**config.mk**
```make
export PLATFORM = sky130hd
export DESIGN_NAME = lab4_sys_mem_net_rr
export DESIGN_NICKNAME = d
export VERILOG_FILES = /design/src/rtl/lab4_sys_mem_net_rr.sv
export SDC_FILE = /design/constraint.sdc
export NUM_CORES = 1
export LEC_CHECK = 0
export ABC_CLOCK_PERIOD_IN_PS = 18200
export CORE_AREA = 3 3 633 635
export CTS_BUF_LIST = sky130_fd_sc_hd__clkbuf_8
export CTS_CLUSTER_SIZE = 12
export DETAILED_ROUTE_END_ITERATION = 8
export DIE_AREA = 0 0 636 638
export PLACE_DENSITY = 0.3
export RECOVER_POWER = 50
export SETUP_SLACK_MARGIN = 0.1
export SYNTH_ARGS = -nofsm -noshare
export SYNTH_HDL_FRONTEND = slang
export SYNTH_SLANG_ARGS = --single-unit
```
**constraint.sdc**
```tcl
create_clock -name clk -period 18.2 [get_ports clk]
set_input_delay 2.73 -clock clk [delete_from_list [all_inputs] [get_ports clk]]
set_output_delay 2.73 -clock clk [all_outputs]
set_load 0.05 [all_outputs]
```
**src/rtl/lab4_sys_mem_net_rr.sv**
```systemverilog
// Four-port round-robin memory network: tags requests with the source core ID and steers responses back by that tag.
// Optional per-port accepted-request counters are enabled with `define LAB4_SYS_MEM_NET_STATS_EN.
package lab4_mem_msgs_pkg;

    typedef struct packed {
        logic [2:0]   msg_type;
        logic [7:0]   opaque;
        logic [31:0]  addr;
        logic [3:0]   len;
        logic [127:0] data;
    } mem_req_16B_t;

    typedef struct packed {
        logic [2:0]   msg_type;
        logic [7:0]   opaque;
        logic [1:0]   test;
        logic [3:0]   len;
        logic [127:0] data;
    } mem_resp_16B_t;

endpackage

module lab4_sys_mem_net_rr
    import lab4_mem_msgs_pkg::*;
#(
    parameter int p_num_ports      = 4,
    parameter int p_req_fifo_depth = 2
) (
    input  logic                   clk,
    input  logic                   reset,

    input  mem_req_16B_t           cache2net_reqstream_msg [p_num_ports],
    input  logic [p_num_ports-1:0] cache2net_reqstream_val,
    output logic [p_num_ports-1:0] cache2net_reqstream_rdy,

    output mem_resp_16B_t          cache2net_respstream_msg [p_num_ports],
    output logic [p_num_ports-1:0] cache2net_respstream_val,
    input  logic [p_num_ports-1:0] cache2net_respstream_rdy,

    output mem_req_16B_t           net2mem_reqstream_msg,
    output logic                   net2mem_reqstream_val,
    input  logic                   net2mem_reqstream_rdy,

    input  mem_resp_16B_t          net2mem_respstream_msg,
    input  logic                   net2mem_respstream_val,
    output logic                   net2mem_respstream_rdy
`ifdef LAB4_SYS_MEM_NET_STATS_EN
    ,
    output logic [31:0]            req_count [p_num_ports]
`endif
);

    localparam logic [1:0] c_fifo_full = 2'(p_req_fifo_depth);

    // Holds every ready low until the first clock edge after reset release.
    logic          running_reg;
    logic [1:0]    ptr_reg;

    mem_req_16B_t  fifo_mem_reg [p_req_fifo_depth];
    logic [0:0]    head_reg;
    logic [0:0]    tail_reg;
    logic [1:0]    count_reg;
    logic [1:0]    count_next;

    mem_resp_16B_t resp_msg_reg;
    logic [1:0]    dest_reg;
    logic          full_reg;

    logic          grant_val;
    logic [1:0]    grant_idx;
    logic [1:0]    cand;
    logic          can_accept;
    logic          enq;
    logic          deq;
    mem_req_16B_t  enq_msg;
    mem_resp_16B_t resp_out;
    logic          resp_accept;
    logic          resp_deliver;

    // Cores promise opaque < 64, so the top two bits are overwritten by the tag.
    logic [p_num_ports-1:0] unused_opaque_hi;

    always_comb begin
        grant_val = 1'b0;
        grant_idx = ptr_reg;
        cand      = '0;
        for (int i = 0; i < p_num_ports; i++) begin
            cand = ptr_reg + 2'(i);
            if (!grant_val && cache2net_reqstream_val[cand]) begin
                grant_val = 1'b1;
                grant_idx = cand;
            end
        end
    end

    assign can_accept = running_reg && (count_reg != c_fifo_full);
    assign enq        = can_accept && grant_val;
    assign deq        = (count_reg != 2'd0) && net2mem_reqstream_rdy;

    always_comb begin
        enq_msg        = cache2net_reqstream_msg[grant_idx];
        enq_msg.opaque = {grant_idx, cache2net_reqstream_msg[grant_idx].opaque[5:0]};
    end

    always_comb begin
        count_next = count_reg;
        case ({enq, deq})
            2'b10:   count_next = count_reg + 2'd1;
            2'b01:   count_next = count_reg - 2'd1;
            default: count_next = count_reg;
        endcase
    end

    assign net2mem_reqstream_val = (count_reg != 2'd0);
    assign net2mem_reqstream_msg = fifo_mem_reg[head_reg];

    assign resp_deliver           = full_reg && cache2net_respstream_rdy[dest_reg];
    assign net2mem_respstream_rdy = running_reg && (!full_reg || cache2net_respstream_rdy[dest_reg]);
    assign resp_accept            = net2mem_respstream_val && net2mem_respstream_rdy;

    always_comb begin
        resp_out             = resp_msg_reg;
        resp_out.opaque[7:6] = 2'b00;
    end

    generate
        for (genvar gi = 0; gi < p_num_ports; gi++) begin : g_port
            assign cache2net_reqstream_rdy[gi]  = enq && (grant_idx == 2'(gi));
            assign cache2net_respstream_val[gi] = full_reg && (dest_reg == 2'(gi));
            assign cache2net_respstream_msg[gi] = resp_out;
            assign unused_opaque_hi[gi]         = ^cache2net_reqstream_msg[gi].opaque[7:6];
        end
    endgenerate

    always_ff @(posedge clk or negedge reset) begin
        if (!reset) begin
            running_reg <= 1'b0;
            ptr_reg     <= 2'd0;
            head_reg    <= 1'b0;
            tail_reg    <= 1'b0;
            count_reg   <= 2'd0;
            dest_reg    <= 2'd0;
            full_reg    <= 1'b0;
        end else begin
            running_reg <= 1'b1;
            count_reg   <= count_next;
            if (enq) begin
                ptr_reg  <= grant_idx + 2'd1;
                tail_reg <= tail_reg + 1'b1;
            end
            if (deq) begin
                head_reg <= head_reg + 1'b1;
            end
            // A same-cycle refill keeps the register full for back-to-back responses.
            if (resp_accept) begin
                dest_reg <= net2mem_respstream_msg.opaque[7:6];
                full_reg <= 1'b1;
            end else if (resp_deliver) begin
                full_reg <= 1'b0;
            end
        end
    end

    // Payload storage carries no reset; validity lives in count_reg and full_reg.
    always_ff @(posedge clk) begin
        if (enq) begin
            fifo_mem_reg[tail_reg] <= enq_msg;
        end
        if (resp_accept) begin
            resp_msg_reg <= net2mem_respstream_msg;
        end
    end

`ifdef LAB4_SYS_MEM_NET_STATS_EN
    logic [31:0] req_count_reg [p_num_ports];

    generate
        for (genvar gi = 0; gi < p_num_ports; gi++) begin : g_stats
            always_ff @(posedge clk or negedge reset) begin
                if (!reset) begin
                    req_count_reg[gi] <= 32'd0;
                end else if (enq && (grant_idx == 2'(gi))) begin
                    req_count_reg[gi] <= req_count_reg[gi] + 32'd1;
                end
            end
            assign req_count[gi] = req_count_reg[gi];
        end
    endgenerate
`endif

endmodule

```
==> impl_metrics.csv <==
group,metric,value,unit
global_route,globalRouteTotalUtil,0.0900,
routing,wl_per_cell,22.9,µm
yosys,syn_area,26500,µm²
final_layout,final_nets,3876,
floorplanning,die_h,638,µm
timing,tightest_slew,3.81,ns
setup_path,cp-end-kind,"output port",
yosys,synth_edf_count,493,
cts,cts_tree,"built",
power_and_ir_drop,p_leak,16.6,nW
setup_path,cp.required,15.47,ns
final_layout,fin_util,0.120,
cts,post_cts_resized,0,
cts,cts_buffers,114,
cts,clockBufferDepth,4,
floorplanning,row_count,231,
global_route,grt_pass1_wl,236000,µm
routing,drtAntennaViolNets,0,
floorplanning,dieArea,406000,µm²
min_path,hp-start,"tail_reg",
setup_path,critPathLaunch,"cache2net_reqstream_val[0]",
yosys,synth-async-reset-ratio,0.0199,
routing,wirelength,192000,µm
routing,vias_per_cell,2.37,
floorplanning,chipWidth,636,µm
setup_path,path_class,"input pin to output port",
timing,setup_violations,0,
timing,slew_headroom,-1.54,
cts,clk_latency,0.92,ns
yosys,ys_seq_area_frac,0.568,
setup_path,startpoint_type,"input pin",
cts,cts_sinks,503,
final_layout,largest_register_ff_count,350,
floorplanning,ios,1622,
timing,rsz0062_at_grt,"false",
place,dp_hpwl,164000,µm
global_route,grt_max_degree,82,
routing,drt-initial-drc-count,780,
power_and_ir_drop,power_density,142,nW/µm²
final_layout,synthToLayoutAreaGrowth,79.6,%
setup_path,cp_max_fo,81,
timing,setup_tns,0,ns
power_and_ir_drop,peakVddDrop,0.0702,mV
routing,vias,19871,
cts,ctsHoldBuffers,0,
setup_path,arrival,6.58,ns
cts,post_cts_buffers,0,
global_route,grt_pass1_vias,20922,
timing,skew,0.0638,ns
global_route,antenna_found_initial,92,
place,gp_congestion,0.837,
flow_run,cap_viol_max_count,11,
cts,clkSlewWorstSetupHoldPaths,0.06,ns
yosys,synth_ff_type,"edfxtp_1",
setup_path,rr_startpoint,"running_reg",
floorplanning,core_area,396000,µm²
timing,min_period,9.31,ns
yosys,synth.yosys.warnings,0,
yosys,synth.ff_latch_count,503,
final_layout,drive_above_1_share,0.116,
power_and_ir_drop,power,6.77,mW
yosys,synth_cell_types,37,
global_route,overflow,0,
run_status,status,"complete, but fails checks",
timing,fin_crit_sh,0.512,
routing,drc,0,
min_path,hp-class,"flip-flop to flip-flop",
timing,slew_violations,420,
cts,htreeDepth,3,
timing,fmax,107,MHz
yosys,syn_inst,1771,
floorplanning,initial_utilization,0.0670,
run_status,violations,"max-capacitance violations, max-slew violations",
routing,first_pass_iters,4,
place,io_buffers,1605,
timing,hold_viol,0,
final_layout,fillers,44757,
cts,cts_root_buf,"clkbuf_8",
yosys,syn_avg_cell_area,15.0,µm²
## per-layer routing
| metal | vias up | share of wire | global-route usage | routed length, µm |
|---|---|---|---|---|
| li1 | 8648 | - | - | - |
| met1 | 9897 | 0.35 | 0.0923 | 67700 |
| met2 | 1027 | 0.55 | 0.175 | 105000 |
| met3 | 289 | 0.062 | 0.0235 | 11800 |
| met4 | 10 | 0.037 | 0.0298 | 7150 |
| met5 | - | 0.00034 | 0 | 66 |
## placed cells by master, fill, tap and decap left out, types with 2 or more instances in the layout
cell,count
and2_0,2
and2_1,5
buf_4,37
bufinv_16,4
clkbuf_1,12
clkbuf_8,118
clkdlybuf4s50_1,1162
clkinv_1,21
clkinv_2,12
conb_1,9
dfrtp_1,9
diode_2,29
dlygate4sd3_1,422
edfxtp_1,493
ha_1,5
inv_1,47
inv_8,5
mux2_1,2
mux2_2,176
mux2i_1,518
nand2_1,4
nand2b_1,2
nor2_1,7
xnor2_1,3
xor2_1,2
## cells by family (layout without fill, tap and decap cells)
kind of cell,count (synthesis),count (layout),share of synthesized area
fa+ha+maj,5,5,0.00236
xor+xnor,5,5,0.00165
other cells,2,38,0.000283
flops,503,503,0.568
compound gates,7,7,0.00208
mux,698,698,0.272
simple gates,30,30,0.00614
buf+inv,521,1844,0.147
## Yosys cell counts (2+ instances only)
cell	instances	area [µm²]
mux2i_1	519	5190
edfxtp_1	493	14800
buf_4	437	3280
mux2_2	176	1980
buf_6	37	417
buf_2	20	100
clkbuf_1	20	75.1
dfrtp_1	10	250
and2_1	7	43.8
nor2_1	7	26.3
ha_1	5	62.6
inv_1	4	15.0
nand2_1	4	15.0
inv_2	3	11.3
xnor2_1	3	26.3
conb_1	2	7.51
mux2_1	2	22.5
nand2b_1	2	12.5
xor2_1	2	17.5
## power by group
| group | total [mW] | internal (mW) | switching (mW) |
|---|---|---|---|
| clock | 1.25 | 0.653 | 0.594 |
| sequential | 1.86 | 1.71 | 0.143 |
| combinational | 3.66 | 1.23 | 2.44 |
## through the flow
| step | setup slack [ns] | instance area (µm²) | hold slack [ns] | std cells |
|---|---|---|---|---|
| 6_report | 8.89 | 47600 | 0.498 | 8372 |
| 5_1_grt | 8.16 | 47500 | 0.510 | 8350 |
| 4_1_cts | 9.51 | 47600 | 0.539 | 8343 |
| 3_5_place_dp | 9.51 | 45500 | 0.526 | 8140 |
| 3_3_place_gp | 9.47 | 45500 | 0.518 | 8140 |
| 2_1_floorplan | 7.00 | 26500 | 0.456 | 1778 |
## worst paths after layout
check	endpoint	slack, ns	cells past startpoint
max reg2reg	fifo_mem_reg[1][61]	11.07	6
min in group asynchronous	full_reg	2.33	1
max in group asynchronous	head_reg	15.30	1
min reg2reg	tail_reg	0.50	1
max	cache2net_reqstream_rdy[0]	8.89	7
min	tail_reg	0.50	1
## cell type report
cell class                 count  area, µm²  area share
clock inverter                85        474     0.00996
timing repair buffer        1634      16200       0.340
inverter                       7       42.5    0.000894
tap                         5242       6560       0.138
multi-input combinational    754       7580       0.159
clock buffer                 118       1620      0.0341
antenna                       29       72.6     0.00152
sequential                   503      15100       0.316
## worst max-delay path: stages
cell	delay, ns
dlygate4sd3_1	0.64
a221o_1	0.37
a21boi_0	0.95
inv_8	0.56
ha_1	0.41
and2_1	0.14
clkdlybuf4s50_1	0.73
Power figures use the tool's default switching activity.
